$ cat src/rtl/uart_fifo_if.sv
// UART with TX/RX FIFOs, configurable framing, CTS/RTS flow control and sticky errors.
// Byte side uses a WE/RE FIFO handshake; the RX FIFO head is first-word fall-through.
module uart_fifo_if #(
  parameter int CLK_RATE   = 100000000,
  parameter int BAUD_RATE  = 115200,
  parameter int DATA_BITS  = 8,
  parameter int PARITY     = 0,
  parameter int STOP_BITS  = 1,
  parameter int FIFO_DEPTH = 16
) (
  input  logic                 CLK_I,
  input  logic                 RST_I,
  input  logic                 WE_I,
  input  logic [DATA_BITS-1:0] DSEND_I,
  output logic                 TX_FULL_O,
  output logic                 TX_BUSY_O,
  input  logic                 RE_I,
  output logic [DATA_BITS-1:0] DREC_O,
  output logic                 RX_EMPTY_O,
  output logic                 RX_FULL_O,
  input  logic                 RX_I,
  output logic                 TX_O,
  input  logic                 CTS_I,
  output logic                 RTS_O,
  output logic                 FRAME_ERR_O,
  output logic                 PARITY_ERR_O,
  output logic                 OVERRUN_O,
  input  logic                 ERR_CLR_I
);

  localparam int DIV  = CLK_RATE / BAUD_RATE;
  localparam int AW   = $clog2(FIFO_DEPTH);
  localparam int NW   = AW + 1;
  localparam int CW   = $clog2(STOP_BITS * DIV);

  localparam logic [NW-1:0] DEPTH_C  = NW'(FIFO_DEPTH);
  localparam logic [NW-1:0] HALF_C   = NW'(FIFO_DEPTH / 2);
  localparam logic [CW-1:0] BIT_C    = CW'(DIV - 1);
  localparam logic [CW-1:0] HALFB_C  = CW'(DIV / 2 - 1);
  localparam logic [CW-1:0] STOPB_C  = CW'(STOP_BITS * DIV - 1);
  localparam logic [3:0]    LAST_C   = 4'(DATA_BITS - 1);

  typedef enum logic [2:0] {S_IDLE, S_START, S_DATA, S_PARITY, S_STOP} state_e;

  function automatic logic par_bit(input logic [DATA_BITS-1:0] d);
    return (PARITY == 1) ? ~^d : ^d;
  endfunction

  // ---------------- TX FIFO ----------------
  logic [DATA_BITS-1:0] tx_mem [FIFO_DEPTH];
  logic [AW-1:0]        tx_wr_q, tx_rd_q;
  logic [NW-1:0]        tx_cnt_q, tx_cnt_d;
  logic                 tx_full_q;
  logic                 tx_push, tx_pop;

  assign tx_push = WE_I && (tx_cnt_q != DEPTH_C);

  always_comb begin
    tx_cnt_d = tx_cnt_q;
    if (tx_push && !tx_pop)      tx_cnt_d = tx_cnt_q + NW'(1);
    else if (tx_pop && !tx_push) tx_cnt_d = tx_cnt_q - NW'(1);
  end

  // NOTE: FIFO storage has no reset; only pointers and counts define validity.
  always_ff @(posedge CLK_I) begin
    if (tx_push) tx_mem[tx_wr_q] <= DSEND_I;
  end

  always_ff @(posedge CLK_I or posedge RST_I) begin
    if (RST_I) begin
      tx_wr_q   <= '0;
      tx_rd_q   <= '0;
      tx_cnt_q  <= '0;
      tx_full_q <= 1'b0;
    end else begin
      if (tx_push) tx_wr_q <= tx_wr_q + AW'(1);
      if (tx_pop)  tx_rd_q <= tx_rd_q + AW'(1);
      tx_cnt_q  <= tx_cnt_d;
      tx_full_q <= (tx_cnt_d == DEPTH_C);
    end
  end

  // ---------------- TX FSM ----------------
  state_e               tx_state_q;
  logic [CW-1:0]        tx_baud_q;
  logic [3:0]           tx_bit_q;
  logic [DATA_BITS-1:0] tx_sh_q;
  logic                 tx_par_q, tx_q;
  logic                 tx_last;

  assign tx_last = (tx_baud_q == '0);
  // A new frame starts from IDLE or straight out of the final stop cycle.
  assign tx_pop  = (tx_cnt_q != '0) && CTS_I &&
                   ((tx_state_q == S_IDLE) || ((tx_state_q == S_STOP) && tx_last));

  always_ff @(posedge CLK_I or posedge RST_I) begin
    if (RST_I) begin
      tx_state_q <= S_IDLE;
      tx_baud_q  <= '0;
      tx_bit_q   <= '0;
      tx_sh_q    <= '0;
      tx_par_q   <= 1'b0;
      tx_q       <= 1'b1;
    end else if (tx_pop) begin
      tx_state_q <= S_START;
      tx_baud_q  <= BIT_C;
      tx_sh_q    <= tx_mem[tx_rd_q];
      tx_par_q   <= par_bit(tx_mem[tx_rd_q]);
      tx_q       <= 1'b0;
    end else begin
      case (tx_state_q)
        S_IDLE: tx_q <= 1'b1;
        S_START: begin
          if (tx_last) begin
            tx_state_q <= S_DATA;
            tx_baud_q  <= BIT_C;
            tx_bit_q   <= '0;
            tx_q       <= tx_sh_q[0];
          end else tx_baud_q <= tx_baud_q - CW'(1);
        end
        S_DATA: begin
          if (tx_last) begin
            if (tx_bit_q == LAST_C) begin
              if (PARITY != 0) begin
                tx_state_q <= S_PARITY;
                tx_baud_q  <= BIT_C;
                tx_q       <= tx_par_q;
              end else begin
                tx_state_q <= S_STOP;
                tx_baud_q  <= STOPB_C;
                tx_q       <= 1'b1;
              end
            end else begin
              tx_bit_q  <= tx_bit_q + 4'd1;
              tx_sh_q   <= tx_sh_q >> 1;
              tx_baud_q <= BIT_C;
              tx_q      <= tx_sh_q[1];
            end
          end else tx_baud_q <= tx_baud_q - CW'(1);
        end
        S_PARITY: begin
          if (tx_last) begin
            tx_state_q <= S_STOP;
            tx_baud_q  <= STOPB_C;
            tx_q       <= 1'b1;
          end else tx_baud_q <= tx_baud_q - CW'(1);
        end
        S_STOP: begin
          if (tx_last) begin
            tx_state_q <= S_IDLE;
            tx_q       <= 1'b1;
          end else tx_baud_q <= tx_baud_q - CW'(1);
        end
        default: tx_state_q <= S_IDLE;
      endcase
    end
  end

  // ---------------- RX synchroniser and FSM ----------------
  logic                 rx_meta_q, rx_sync_q, rx_prev_q;
  state_e               rx_state_q;
  logic [CW-1:0]        rx_baud_q;
  logic [3:0]           rx_bit_q;
  logic [DATA_BITS-1:0] rx_sh_q;
  logic                 rx_par_q;
  logic                 rx_last, rx_stop_evt, rx_par_ok;

  assign rx_last     = (rx_baud_q == '0);
  assign rx_stop_evt = (rx_state_q == S_STOP) && rx_last;
  assign rx_par_ok   = (PARITY == 0) || ((^{rx_sh_q, rx_par_q}) == (PARITY == 1));

  always_ff @(posedge CLK_I or posedge RST_I) begin
    if (RST_I) begin
      rx_meta_q  <= 1'b1;
      rx_sync_q  <= 1'b1;
      rx_prev_q  <= 1'b1;
      rx_state_q <= S_IDLE;
      rx_baud_q  <= '0;
      rx_bit_q   <= '0;
      rx_sh_q    <= '0;
      rx_par_q   <= 1'b0;
    end else begin
      rx_meta_q <= RX_I;
      rx_sync_q <= rx_meta_q;
      rx_prev_q <= rx_sync_q;
      case (rx_state_q)
        S_IDLE: begin
          if (rx_prev_q && !rx_sync_q) begin
            rx_state_q <= S_START;
            rx_baud_q  <= HALFB_C;
          end
        end
        S_START: begin
          if (rx_last) begin
            // A start bit that is high again at its centre was a glitch.
            rx_state_q <= rx_sync_q ? S_IDLE : S_DATA;
            rx_baud_q  <= BIT_C;
            rx_bit_q   <= '0;
          end else rx_baud_q <= rx_baud_q - CW'(1);
        end
        S_DATA: begin
          if (rx_last) begin
            rx_sh_q   <= {rx_sync_q, rx_sh_q[DATA_BITS-1:1]};
            rx_baud_q <= BIT_C;
            if (rx_bit_q == LAST_C) rx_state_q <= (PARITY != 0) ? S_PARITY : S_STOP;
            else                    rx_bit_q   <= rx_bit_q + 4'd1;
          end else rx_baud_q <= rx_baud_q - CW'(1);
        end
        S_PARITY: begin
          if (rx_last) begin
            rx_par_q   <= rx_sync_q;
            rx_state_q <= S_STOP;
            rx_baud_q  <= BIT_C;
          end else rx_baud_q <= rx_baud_q - CW'(1);
        end
        S_STOP: begin
          if (rx_last) rx_state_q <= S_IDLE;
          else         rx_baud_q  <= rx_baud_q - CW'(1);
        end
        default: rx_state_q <= S_IDLE;
      endcase
    end
  end

  // ---------------- RX FIFO and status ----------------
  logic [DATA_BITS-1:0] rx_mem [FIFO_DEPTH];
  logic [AW-1:0]        rx_wr_q, rx_rd_q;
  logic [NW-1:0]        rx_cnt_q, rx_cnt_d;
  logic                 rx_empty_q, rx_full_q, rts_q;
  logic                 frame_err_q, parity_err_q, overrun_q;
  logic                 rx_good, rx_pop, rx_push;

  assign rx_good = rx_stop_evt && rx_sync_q && rx_par_ok;
  assign rx_pop  = RE_I && (rx_cnt_q != '0);
  // When full, a simultaneous pop frees the slot the new byte needs.
  assign rx_push = rx_good && ((rx_cnt_q != DEPTH_C) || rx_pop);

  always_comb begin
    rx_cnt_d = rx_cnt_q;
    if (rx_push && !rx_pop)      rx_cnt_d = rx_cnt_q + NW'(1);
    else if (rx_pop && !rx_push) rx_cnt_d = rx_cnt_q - NW'(1);
  end

  always_ff @(posedge CLK_I) begin
    if (rx_push) rx_mem[rx_wr_q] <= rx_sh_q;
  end

  always_ff @(posedge CLK_I or posedge RST_I) begin
    if (RST_I) begin
      rx_wr_q      <= '0;
      rx_rd_q      <= '0;
      rx_cnt_q     <= '0;
      rx_empty_q   <= 1'b1;
      rx_full_q    <= 1'b0;
      rts_q        <= 1'b1;
      frame_err_q  <= 1'b0;
      parity_err_q <= 1'b0;
      overrun_q    <= 1'b0;
    end else begin
      if (rx_push) rx_wr_q <= rx_wr_q + AW'(1);
      if (rx_pop)  rx_rd_q <= rx_rd_q + AW'(1);
      rx_cnt_q     <= rx_cnt_d;
      rx_empty_q   <= (rx_cnt_d == '0);
      rx_full_q    <= (rx_cnt_d == DEPTH_C);
      rts_q        <= (rx_cnt_d < HALF_C);
      frame_err_q  <= (rx_stop_evt && !rx_sync_q) || (frame_err_q && !ERR_CLR_I);
      parity_err_q <= (rx_stop_evt && rx_sync_q && !rx_par_ok) || (parity_err_q && !ERR_CLR_I);
      overrun_q    <= (rx_good && !rx_push) || (overrun_q && !ERR_CLR_I);
    end
  end

  assign TX_O         = tx_q;
  assign TX_FULL_O    = tx_full_q;
  assign TX_BUSY_O    = (tx_cnt_q != '0) || (tx_state_q != S_IDLE);
  assign DREC_O       = rx_empty_q ? '0 : rx_mem[rx_rd_q];
  assign RX_EMPTY_O   = rx_empty_q;
  assign RX_FULL_O    = rx_full_q;
  assign RTS_O        = rts_q;
  assign FRAME_ERR_O  = frame_err_q;
  assign PARITY_ERR_O = parity_err_q;
  assign OVERRUN_O    = overrun_q;

endmodule

$ cat config.mk
export PLATFORM = sky130hd
export DESIGN_NAME = uart_fifo_if
export DESIGN_NICKNAME = d
export VERILOG_FILES = /design/src/rtl/uart_fifo_if.sv
export SDC_FILE = /design/constraint.sdc
export NUM_CORES = 1
export LEC_CHECK = 0
export BUFFER_PORTS_ARGS = -buffer_cell sky130_fd_sc_hd__buf_2
export CAP_MARGIN = 20
export CORE_UTILIZATION = 25
export CTS_CLUSTER_DIAMETER = 80
export DETAILED_ROUTE_END_ITERATION = 8
export HOLD_SLACK_MARGIN = 0.15
export MAX_ROUTING_LAYER = met4
export PLACE_DENSITY = 0.51
export SLEW_MARGIN = 20
export SYNTH_ARGS = -nofsm -noshare
export SYNTH_HDL_FRONTEND = slang
export SYNTH_SLANG_ARGS = --single-unit
$ cat constraint.sdc
create_clock -name CLK_I -period 3.3 [get_ports CLK_I]
set_input_delay 0.33 -clock CLK_I [delete_from_list [all_inputs] [get_ports CLK_I]]
set_output_delay 0.33 -clock CLK_I [all_outputs]
set_load 0.01 [all_outputs]
==> impl_results.md <==
- Final Critical Period: ~3000 ps
- Wirelength per Cell: 16.9 µm
- Rel. slew slack: 0.436
- Die area: between 50000 and 60000 µm²
- Pwr Density: 734 nW/µm²
- Ports: 32
- First-pass GRT wire length: between 40 and 50 mm
- Max cap viols: 0
- Cell variety after synth: 64
- Hold Violations, Final: 0
- DP HPWL: 19.7 mm
- # nets final: ~1.0k
- Via count: 7779
- PostCTS Resize Cnt: 0
- Clock skew: between 20 and 25 ps
- Fmax: roughly 330 MHz
- Worst setup SP type: flip-flop
- Commonest cells after routing, fill and taps aside: edfxtp_1 (256), dfrtp_1 (79), mux4_2 (73)
- CP delay by family, top: simple AND/OR/NAND/NOR gates
- CP Buf/Inv Count: 2
- Main flop type after synthesis: edfxtp_1
- Root Buffer: clkbuf_16
- Maximum net fanout on the critical path: 8
- Die H: roughly 240 µm
- Starting Density: 0.255
- Critical Path AT: around 3200 ps
- Number of enable flip-flop cells after synthesis: about 260
- Largest net degree at the start of global routing: 50
- GRT Overall Usage: 0.105
- Fin crit share: 0.925
- ANT nets after route: 0
- Clk sinks: ~340
- FF+latch count, synth: 343
- Peak supply drop: ~400 µV
- Slew Limit Fails: 0
- Area of the core: 56800 µm²
- Synth warnings: 0
- Vias in the first global route: between 7k and 8k
- Clock Pin Slew Worst Setup and Hold Paths: 60 ps
- Placed Cells: approximately 1.7k
- Ant diodes: 0
- Post-CTS Hold Fix Bufs: 3
- Worst hold path type: input pin to flip-flop
- Max incr delay on CP: 500 ps
- DRC errors left: 0
- Clock Tree Buf Depth: 3
- Routed WL: slightly below 30 mm
- Number of port buffers: 31
- Worst skew pair latency: between 500 and 600 ps
- Syn_nets: about 940
- Post-synthesis cell count: a little over 900
- CTS tree: built
- Crit path cell chain: inv_1 -> ha_1 -> or4b_1 -> or4b_4 -> or2_2 -> nor3b_1 -> buf_4 -> and2_1
- Setup Fix Bufs, Post-CTS: 0
- Horiz. Die Dim: 243 µm
- Count of TritonRoute iterations in the first routing pass: 4
- # setup viols final: 0
- Vias per inst: about 4.4
- Slowest-stage cell, CP: or4b_4
- Worst-margin pin slew: approximately 840 ps
- Crit path kind: flip-flop to flip-flop
- Leak Pwr: 5.88 nW
- Grt ovf: 0
- Layout Cells excl Fill: between 1.5k and 2k
- CTS buffer count: 38
- Worst Path Required: about 3500 ps
- Asr flop ratio synth: 0.254
- Pwr Total: about 12 mW
- Syn Std Cell Area: 14500 µm²
- Status: finished clean
- Crit end category: flip-flop
- Sequential area share after synthesis: 0.682
- Layout area overhead: 17.5%
- H-Tree Depth: 2
- Placer Congestion: slightly below 0.8
- Fill cells: 5641
- # rows: between 80 and 90
- Initial DRC Count: ~470
- Initial antenna violation count: 0
- Share of layout cells above drive strength 1: 0.234
- Syn Area/Cell: roughly 16 µm²
- RSZ-0062 raised after global routing: no
- Sum Neg Setup Slack: 0 ps
- Most frequent standard cell in the layout excluding fill and tap cells: edfxtp_1
-- metrics by stage --
step / setup WS, ps / hold WS, ps / util / area [µm²]
floorplan: 86.7 / 334 / - / 14500
detailed placement: 180 / 353 / 0.278 / 15800
CTS: 188 / 157 / 0.299 / 17000
global route: 79.6 / 178 / 0.299 / 17000
finish: 246 / 184 / 0.299 / 17000
global placement: 186 / 356 / 0.278 / 15800
-- report_power, final --
group	leakage [nW]	switching, mW	internal, mW
clock	0.573	1.67	2.38
combinational	1.89	1.43	1.43
sequential	3.42	0.495	5.08
total	5.88	3.59	8.89
-- synthesized netlist by cell type (8+ instances only) --
| cell | instances | area share |
|---|---|---|
| clkbuf_1 | 30 | 0.0078 |
| mux4_2 | 73 | 0.11 |
| and2_1 | 9 | 0.0039 |
| mux2_2 | 10 | 0.0078 |
| nor3_1 | 14 | 0.0048 |
| dfrtp_1 | 81 | 0.14 |
| nand2_1 | 58 | 0.015 |
| nor2b_1 | 16 | 0.0069 |
| nor4_1 | 10 | 0.0043 |
| o21ai_0 | 36 | 0.012 |
| edfxtp_1 | 256 | 0.53 |
| nand3_1 | 17 | 0.0059 |
| nand4_1 | 9 | 0.0039 |
| a211oi_1 | 17 | 0.0088 |
| inv_1 | 29 | 0.0075 |
| a21oi_1 | 29 | 0.010 |
| mux2i_1 | 8 | 0.0055 |
| ha_1 | 21 | 0.018 |
| nor2_1 | 50 | 0.013 |
| xnor2_1 | 23 | 0.014 |
| buf_1 | 11 | 0.0029 |
-- worst paths after layout --
check / startpoint / end / slack (ps) / depth (start not counted)
worst max-delay path: rx_baud_q[0] / rx_mem[11][4] / 250 / 8
worst min-delay path: DSEND_I[4] / tx_mem[2][4] / 180 / 1
worst max register to register: rx_baud_q[0] / rx_mem[11][4] / 250 / 8
worst min register to register: rx_meta_q / rx_sync_q / 360 / 0
max in group asynchronous: RST_I / rx_baud_q[1] / 2110 / 4
min in group asynchronous: RST_I / tx_baud_q[3] / 460 / 3
-- sequential cells by signal (all words and copies together), names as in the netlist, 5 cells and up --
| register | cells |
|---|---|
| tx_sh_q | 8 |
| tx_mem | 128 |
| rx_mem | 128 |
| tx_cnt_q | 5 |
| rx_baud_q | 10 |
| rx_cnt_q | 5 |
| rx_sh_q | 8 |
| tx_baud_q | 10 |
-- layout make-up --
class / instances / area (µm²) / share of cell area
Multi-Input combinational cell: 490 / 4320 / 0.254
Inverter: 29 / 111 / 0.00655
Timing Repair Buffer: 83 / 578 / 0.0340
Sequential cell: 343 / 9870 / 0.581
Tap cell: 756 / 946 / 0.0557
Clock inverter: 16 / 173 / 0.0102
Clock buffer: 48 / 998 / 0.0587
-- kinds of logic (layout without fill, tap and decap cells) --
family | Yosys count | after routing | synth area share
XOR/XNOR | 30 | 30 | 0.0182
multiplexers | 91 | 91 | 0.127
adder cells (fa/ha/maj) | 22 | 22 | 0.0189
AND/OR/NAND/NOR | 225 | 225 | 0.0805
flip-flops | 343 | 343 | 0.682
AO/OA/AOI/OAI | 122 | 122 | 0.0538
buffers and inverters | 73 | 176 | 0.0192
-- metal layers --
layer,track usage,vias to the layer above,share of wire
li1,-,3669,-
met1,0.137,3920,0.46
met4,0.0283,0,0.020
met2,0.168,142,0.48
met5,-,-,0
met3,0.0189,48,0.038
No activity file was read; power rests on OpenSTA's default activity.
